**src/rtl/div_seq_unit_if.sv**
```systemverilog
// Valid/done handshake bundle between the execute stage (master) and the divider (slave).
`timescale 1ns/1ps
interface div_seq_unit_if #(
  parameter int WIDTH = 32
);
  logic               valid;
  logic [WIDTH-1:0]   a;
  logic [WIDTH-1:0]   b;
  logic               done;
  logic [2*WIDTH-1:0] c;

  modport master (output valid, output a, output b, input done, input c);
  modport slave  (input valid, input a, input b, output done, output c);
endinterface

```
**src/rtl/div_seq_unit.sv**
```systemverilog
// Multi-cycle unsigned radix-2 restoring divider; c = {remainder, quotient}.
// Define DIV_SEQ_EARLY_EN to finish a<b and b==0 requests in two cycles.
`timescale 1ns/1ps
module div_seq_unit #(
  parameter int WIDTH = 32,
  parameter int CNT_W = $clog2(WIDTH) + 1
) (
  input  logic          clk,
  input  logic          resetn,
  div_seq_unit_if.slave bus
);

  typedef enum logic [1:0] {IDLE, BUSY, DONE} state_t;

  state_t             state, state_nxt;
  logic [CNT_W-1:0]   cnt;
  logic [WIDTH-1:0]   b_q;
  logic [WIDTH-1:0]   rem_acc;
  logic [WIDTH-1:0]   quo_acc;
  logic [2*WIDTH-1:0] c_q;
  logic [WIDTH:0]     rem_sh;
  logic [WIDTH:0]     trial;
  logic [WIDTH-1:0]   rem_step;
  logic [WIDTH-1:0]   quo_step;
  logic               last_step;
  logic               early;

  // rem_acc keeps only W bits: the top bit of the W+1-bit accumulator is
  // always zero between steps because the remainder stays below b.
  always_comb begin
    rem_sh    = {rem_acc, quo_acc[WIDTH-1]};
    trial     = rem_sh - {1'b0, b_q};
    if (!trial[WIDTH]) begin
      rem_step = trial[WIDTH-1:0];
      quo_step = {quo_acc[WIDTH-2:0], 1'b1};
    end else begin
      rem_step = rem_sh[WIDTH-1:0];
      quo_step = {quo_acc[WIDTH-2:0], 1'b0};
    end
    last_step = (cnt == CNT_W'(1));
`ifdef DIV_SEQ_EARLY_EN
    early = (bus.a < bus.b) || (bus.b == '0);
`else
    early = 1'b0;
`endif
  end

  always_ff @(posedge clk or negedge resetn) begin
    if (!resetn) state <= IDLE;
    else         state <= state_nxt;
  end

  always_comb begin
    state_nxt = state;
    case (state)
      IDLE:    if (bus.valid) state_nxt = early ? DONE : BUSY;
      BUSY: begin
        if (!bus.valid)     state_nxt = IDLE;
        else if (last_step) state_nxt = DONE;
      end
      DONE:    state_nxt = IDLE;
      default: state_nxt = IDLE;
    endcase
  end

  always_ff @(posedge clk or negedge resetn) begin
    if (!resetn) begin
      cnt     <= '0;
      b_q     <= '0;
      rem_acc <= '0;
      quo_acc <= '0;
      c_q     <= '0;
    end else begin
      case (state)
        IDLE: begin
          if (bus.valid) begin
            b_q     <= bus.b;
            rem_acc <= '0;
            quo_acc <= bus.a;
            cnt     <= CNT_W'(WIDTH);
`ifdef DIV_SEQ_EARLY_EN
            if (bus.b == '0)
              c_q <= {bus.a, {WIDTH{1'b1}}};
            else if (bus.a < bus.b)
              c_q <= {bus.a, {WIDTH{1'b0}}};
`endif
          end
        end
        BUSY: begin
          if (bus.valid) begin
            rem_acc <= rem_step;
            quo_acc <= quo_step;
            cnt     <= cnt - CNT_W'(1);
            if (last_step) c_q <= {rem_step, quo_step};
          end
        end
        default: ;
      endcase
    end
  end

  assign bus.done = (state == DONE);
  assign bus.c    = c_q;

endmodule
```
**src/flat_wrapper.sv**
```systemverilog
// flat-port wrapper written by rule: the top's interface ports become plain ports
module div_seq_unit_flat 
#(
  parameter int WIDTH = 32,
  parameter int CNT_W = $clog2(WIDTH) + 1
)
  (clk, resetn, bus_valid, bus_a, bus_b, bus_done, bus_c);
  div_seq_unit_if #(.WIDTH(WIDTH)) bus_i ();
  input  logic clk;
  input  logic resetn;
  input wire logic [$bits(bus_i.valid)-1:0] bus_valid;
  input wire logic [$bits(bus_i.a)-1:0] bus_a;
  input wire logic [$bits(bus_i.b)-1:0] bus_b;
  output wire logic [$bits(bus_i.done)-1:0] bus_done;
  output wire logic [$bits(bus_i.c)-1:0] bus_c;
  assign bus_i.valid = bus_valid;
  assign bus_i.a = bus_a;
  assign bus_i.b = bus_b;
  assign bus_done = bus_i.done;
  assign bus_c = bus_i.c;
  div_seq_unit #(.WIDTH(WIDTH), .CNT_W(CNT_W)) u_core (.clk(clk), .resetn(resetn), .bus(bus_i));
endmodule
```
**config.mk**
```make
export PLATFORM = sky130hd
export DESIGN_NAME = div_seq_unit_flat
export DESIGN_NICKNAME = d
export VERILOG_FILES = /design/src/rtl/div_seq_unit_if.sv /design/src/rtl/div_seq_unit.sv /design/src/flat_wrapper.sv
export SDC_FILE = /design/constraint.sdc
export NUM_CORES = 1
export LEC_CHECK = 0
export ABC_AREA = 1
export CAP_MARGIN = 10
export CORE_ASPECT_RATIO = 0.5
export CORE_MARGIN = 1.5
export CORE_UTILIZATION = 50
export CTS_CLUSTER_DIAMETER = 50
export CTS_CLUSTER_SIZE = 24
export DETAILED_ROUTE_END_ITERATION = 7
export DONT_BUFFER_PORTS = 1
export PLACE_DENSITY_LB_ADDON = 0.3
export SETUP_SLACK_MARGIN = 0.3
export SLEW_MARGIN = 5
export SYNTH_ARGS = -nofsm -noshare
export SYNTH_HDL_FRONTEND = slang
export SYNTH_SLANG_ARGS = --single-unit
```
**constraint.sdc**
```tcl
create_clock -name clk -period 2.77 [get_ports clk]
set_input_delay 0.1385 -clock clk [delete_from_list [all_inputs] [get_ports clk]]
set_output_delay 0.1385 -clock clk [all_outputs]
set_load 0.05 [all_outputs]
```
==> results of run 1 <==
worst register-to-register path, cell delays in order, from the launching register on:
cell     delay [ns]
dfrtp_1        0.41
ha_1           0.36
nand2_2        0.15
inv_2          0.05
nand2_1        0.06
nand2_1        0.12
a21oi_2        0.21
nand2_4        0.08
nand2_4        0.10
nand3_4        0.12
buf_12         0.17
nand2_4        0.17
nand2_1        0.12
nand3_1        0.10
nand2_1        0.05
registers in the layout, summed over array words and instances, names as in the netlist:
| name | cells |
|---|---|
| u_core.b_q | 32 |
| u_core.bus.c | 64 |
| u_core.cnt | 6 |
| u_core.quo_acc | 32 |
| u_core.rem_acc | 32 |
| u_core.state | 2 |
layout by cell type, fill, tap and decap left out, types with 3 or more instances in the layout:
cell type	n
a21oi_1	23
inv_2	11
inv_8	3
dfrtp_1	168
nand2_4	7
nor2_2	6
ha_4	7
nand3_1	99
ha_2	5
o221ai_1	10
nand4_1	9
clkbuf_16	18
and2_1	6
inv_1	186
nand2_1	554
nor2_4	3
buf_12	7
o211ai_1	7
nor2_1	36
ha_1	22
nor3_1	3
buf_4	15
nand3b_1	24
nand2_8	3
nand2_2	18
xnor2_1	14
inv_6	5
o21ai_0	70
dlygate4sd3_1	64
routing by layer:
metal,vias to the layer above,global-route usage [%],part of all wire [%]
met5,-,0,0
met4,0,8.44,1.8
met3,37,6.86,7.4
met2,267,42.2,42
met1,4140,40.1,49
li1,4333,-,-
power breakdown:
group          total, mW  internal, mW  switching, mW
registers           3.68          2.88          0.804
clock network       2.43          1.31           1.12
logic               2.04         0.730           1.31
kinds of logic after synthesis:
family | Yosys count | synth area share, %
fa+ha+maj | 35 | 4.62
buf+inv | 241 | 9.84
xor+xnor | 15 | 1.36
compound gates | 118 | 6.84
flops | 168 | 43.6
simple gates | 773 | 33.7
repair_timing:
action,CTS,global route
gates resized for setup,11,35
endpoints found under the setup margin,66,66
pin swaps,4,16
setup buffers,11,1
hold endpoints to repair,232,168
gates cloned,3,2
synth_stat cells, types with 4 or more instances:
master / instances / share of area, %
nor2_1: 42 / 1.6
dfrtp_1: 168 / 44
and2_1: 6 / 0.39
nor3_1: 4 / 0.21
o211ai_1: 7 / 0.54
o221ai_1: 10 / 0.91
inv_2: 9 / 0.35
ha_1: 34 / 4.4
nand2_2: 13 / 0.84
nand3_1: 100 / 5.2
nand2_1: 564 / 22
o21ai_0: 70 / 3.6
buf_2: 11 / 0.57
clkbuf_1: 20 / 0.78
nand3b_1: 24 / 1.9
nand4_1: 9 / 0.58
inv_1: 188 / 7.3
buf_1: 8 / 0.31
a21oi_1: 25 / 1.3
xnor2_1: 14 / 1.3
through the flow:
stage | worst slack, ns | hold WS (ns)
2_1_floorplan | 0.541 | -0.157
3_3_place_gp | 0.111 | -0.154
3_5_place_dp | -0.0456 | -0.155
4_1_cts | 0.300 | -0.626
5_1_grt | 0.243 | -0.630
6_report | 0.389 | -0.609
final timing paths:
path / from / endpoint / slack [ns] / cells after the start
max: u_core.rem_acc[9] / u_core.rem_acc[0] / 0.39 / 14
min reg2reg: u_core.cnt[3] / u_core.cnt[3] / 0.49 / 1
max reg2reg: u_core.rem_acc[9] / u_core.rem_acc[0] / 0.39 / 14
min: resetn / u_core.bus.c[10] / -0.61 / 0
max in group asynchronous: resetn / u_core.bus.c[52] / 3.13 / 0
min in group clk: bus_valid / u_core.cnt[3] / 0.07 / 3
cell type report:
class / count / area, sq um / area share, %
tap: 259 / 324 / 2.80
clock buffer: 18 / 439 / 3.79
sequential: 168 / 4200 / 36.3
clock inverter: 14 / 160 / 1.38
timing repair buffer: 89 / 957 / 8.26
multi-input combinational: 944 / 4750 / 41.0
inverter: 198 / 743 / 6.42
==> results.cfg, run 1 <==
[timing]
slew_headroom_pct = 36.6
hold_ws_ns = -0.609
slew_viol_final = 0
rsz0062_at_grt = no
clock_skew_ns = 0.0123
fmax_ghz = 0.420
min_period_ns = 2.38
finalHoldViolCount = 168
worst_slew_pin_slew_ns = 0.947
min_period_over_period_pct = 85.9
setup_viol_count_final = 0
fin_setup_tns_ns = 0

[synth]
ys_ff_latch = 168
ys_types = 40
synthCells = 1350
synth_fp_nets = 1452
seq_area_frac_synth_pct = 43.6
ys_async_sr_fraction_pct = 100
ys.flop_type = dfrtp_1
synth_edf_count = 0
syn_area_per_cell_sq_um = 7.14
yosys_warnings = 0
synth.cell_area_sq_mm = 0.00964

[floorplan]
pin_count = 132
die_h_um = 101
start_util_pct = 51.7
core_sq_mm = 0.0187
die-area_sq_mm = 0.0202
dieWidth_um = 199
row_count = 35

[hold_path]
hp-class = input port to async pin

[pwr]
peakVddDrop_mv = 0.500
p_total_mw = 8.15
p_leak_nw = 6.30
p_per_area_mw_per_mm2 = 704

[routing]
drc = 0
first_pass_iters = 5
viasPerCell = 5.19
drt-initial-drc-count = 656
routed_wl_um = 27000
vias = 8777
wl_per_cell_um = 16.0
postRouteAntennaNets = 0

[clocking]
hold_buffers = 64
ctsRootBufferMaster = clkbuf_16
cts.sinks = 168
worstSkewPairLatency_ns = 0.44
cts.clk_slew.worst_paths_ns = 0.08
cts_buffer_depth = 2
cts_max_level = 4
cts_tree = done
numCtsBuffers = 17

[status]
status = finished with violations
violations = negative hold slack

[critical_path]
timing_worst_setup_path_type = register to register
path_buf_inv = 2
path_cells = ha_1, nand2_2, inv_2, nand2_1, nand2_1, a21oi_2, nand2_4, nand2_4, nand3_4, buf_12, nand2_4, nand2_1, nand3_1, nand2_1
start_kind = register
path_delay_family = simple AND/OR/NAND/NOR gates
slowest_stage = dfrtp_1
cpMostUsedCell = nand2_1
slowest_delay_ns = 0.41
worstPathRequired_ns = 3.11
worstPathArrival_ns = 2.72
cp_max_fo = 8
endpoint_kind = register

[placement]
dpl.hpwl_um = 18100
gp_congestion = 0.959
io_buffer_count = 0
dpl.cell_count = 1577
post_dp_cell_area_sq_mm = 0.00988

[global_routing]
grt_pass1_vias = 8565
overflow = 0
grt_usage_pct = 28.0
grt_max_degree = 169
grt_pass1_wl_um = 43700
antenna_found_initial = 0

[finish]
final_cells = 1690
area_growth_syn_to_layout_pct = 20.1
antenna_cells = 0
layout-drive-gt1-share_pct = 8.81
postLayoutCellArea_sq_mm = 0.0116
fin_util_pct = 62.1
fin_nets = 1520
fillers = 1697

[flow_run]
drv_cap = 0
Power figures use the tool's default switching activity.
==> run 2, diff against run 1 <==
- CTS_BUF_LIST: unset -> sky130_fd_sc_hd__clkbuf_8
==> run 2 against run 1 <==
Compared with the run above: the flow still finishes with violations (negative hold slack); utilization decreased by 1.3 points; non-clock buffer count grew 1; worst setup slack improved by 0.0023 ns; critical path type unchanged; clock-buffer cell count unchanged; design area is 2.0% lower; critical path depth up 1; maximum frequency about the same; clock skew rose by 0.0049 ns; power fell by 7.6%; critical endpoint is now u_core.bus.c[37]; register-to-register slack about the same.
==> results.cfg, run 2 (synthesized netlist as in run 1, its figures left out) <==
[global_routing]
grt_max_degree = 169
grt_pass1_wl_um = 43100
antenna_found_initial = 0
grt_usage_pct = 27.7
overflow = 0
grt_pass1_vias = 8521

[pwr]
peakVddDrop_mv = 0.473
p_per_area_mw_per_mm2 = 664
p_leak_nw = 6.19

[floorplan]
die_h_um = 101
row_count = 35
pin_count = 132
core_sq_mm = 0.0187
die-area_sq_mm = 0.0202
start_util_pct = 51.7
dieWidth_um = 199

[timing]
finalHoldViolCount = 168
fmax_ghz = 0.420
rsz0062_at_grt = no
fin_ws_ns = 0.392
slew_headroom_pct = 36.7
worst_slew_pin_slew_ns = 0.947
slew_viol_final = 0
min_period_over_period_pct = 85.9
clock_skew_ns = 0.0173
setup_viol_count_final = 0
hold_ws_ns = -0.648
min_period_ns = 2.38

[critical_path]
endpoint_kind = register
worstPathArrival_ns = 2.74
worstPathRequired_ns = 3.13
timing_worst_setup_path_type = register to register
cp_max_fo = 6
start_kind = register

[clocking]
cts_max_level = 4
cts_buffer_depth = 2
numCtsBuffers = 17
hold_buffers = 64
worstSkewPairLatency_ns = 0.47
cts.clk_slew.worst_paths_ns = 0.10
ctsRootBufferMaster = clkbuf_8
cts.sinks = 168
cts_tree = done

[routing]
wl_met3_um = 1890
route.met2.wl_um = 11400
vias = 8703
top_layer = met4
viasPerCell = 5.15
wl_per_cell_um = 15.8
postRouteAntennaNets = 0
first_pass_iters = 5
routed_wl_um = 26700
wl_met1_um = 13000
drc = 0
drt-initial-drc-count = 658

[finish]
postLayoutCellArea_sq_mm = 0.0113
layout-drive-gt1-share_pct = 9.08
fillers = 1740
final_common_cell = nand2_1
antenna_cells = 0
fin_nets = 1520
final_cell_mix = nand2_1 (548), inv_1 (186), dfrtp_1 (168)
area_growth_syn_to_layout_pct = 17.7
fin_util_pct = 60.8
final_cells = 1690
largest_reg_flops = 64

[placement]
dpl.hpwl_um = 18100
place_ws_ns = -0.0456
dpl.cell_count = 1577
post_dp_cell_area_sq_mm = 0.00988
gp_congestion = 0.959
io_buffer_count = 0

[flow_run]
drv_cap = 0

[status]
violations = negative hold slack
status = finished with violations

[hold_path]
hp-class = input port to async pin
run 2: cell count changes in the layout (fill, tap and decap cells not counted), moves of 2 or more:
cell / before / now
buf_12: 7 / 5
clkbuf_16: 18 / 1
nand2_2: 18 / 27
buf_4: 15 / 18
nand2_1: 554 / 548
nand2_4: 7 / 2
ha_4: 7 / 5
clkbuf_8: 1 / 18
run 2: metrics by stage:
step / hold WS, ns / TNS [ns] / total power, mW
after floorplan: -0.157 / 0 / 5.03
after global placement: -0.154 / 0 / 5.49
after detailed placement: -0.155 / -0.0702 / 5.53
after CTS: -0.678 / 0 / 7.46
after global routing: -0.697 / 0 / 8.01
final: -0.648 / 0 / 7.53
run 2: layout make-up:
cell class	count	area (sq um)	area share, %
repair buffers	90	943	8.31
flip-flops and latches	168	4200	37.0
inverters	198	743	6.55
clock inverters	14	160	1.41
multi-input cells	943	4720	41.6
well taps	259	324	2.86
clock buffers	18	248	2.18
run 2: critical path, stage by stage (launching register included):
cell,delay [ns]
dfrtp_1,0.41
ha_1,0.37
nand2_1,0.09
nand2_1,0.09
nand2_1,0.08
nand2_1,0.07
nand2_1,0.06
nand2_1,0.12
a21oi_4,0.25
nand2_4,0.09
nand2_8,0.12
buf_12,0.13
clkbuf_16,0.15
nand3b_1,0.09
nand3_1,0.11
nand2_1,0.05
run 2: final timing paths:
kind                       cells past startpoint          endpoint  slack (ns)                from
max in group asynchronous                      0    u_core.b_q[18]        3.11              resetn
min in group clk                               3     u_core.cnt[3]        0.04           bus_valid
max reg2reg                                   15  u_core.bus.c[37]        0.39  u_core.rem_acc[16]
min reg2reg                                    1     u_core.cnt[3]        0.49       u_core.cnt[3]
max                                           15  u_core.bus.c[37]        0.39  u_core.rem_acc[16]
min                                            0  u_core.bus.c[10]       -0.65              resetn
run 2: metal layers:
metal / up-vias / track usage (%)
li1: 4326 / -
met1: 4099 / 40.1
met2: 256 / 41.8
met3: 22 / 6.96
met4: 0 / 7.00
met5: - / 0
run 2: power breakdown:
part           internal (mW)  switching [mW]  total (mW)
clock                  0.780            1.05        1.83
sequential              2.88           0.805        3.68
combinational          0.724            1.30        2.02
run 2: repair_timing:
item / CTS / global route
pin swaps: 4 / 8
hold endpoints to repair: 232 / 168
endpoints found under the setup margin: 66 / 66
resized for setup: 12 / 37
cloned: 2 / 2
buffers inserted: 9 / 4
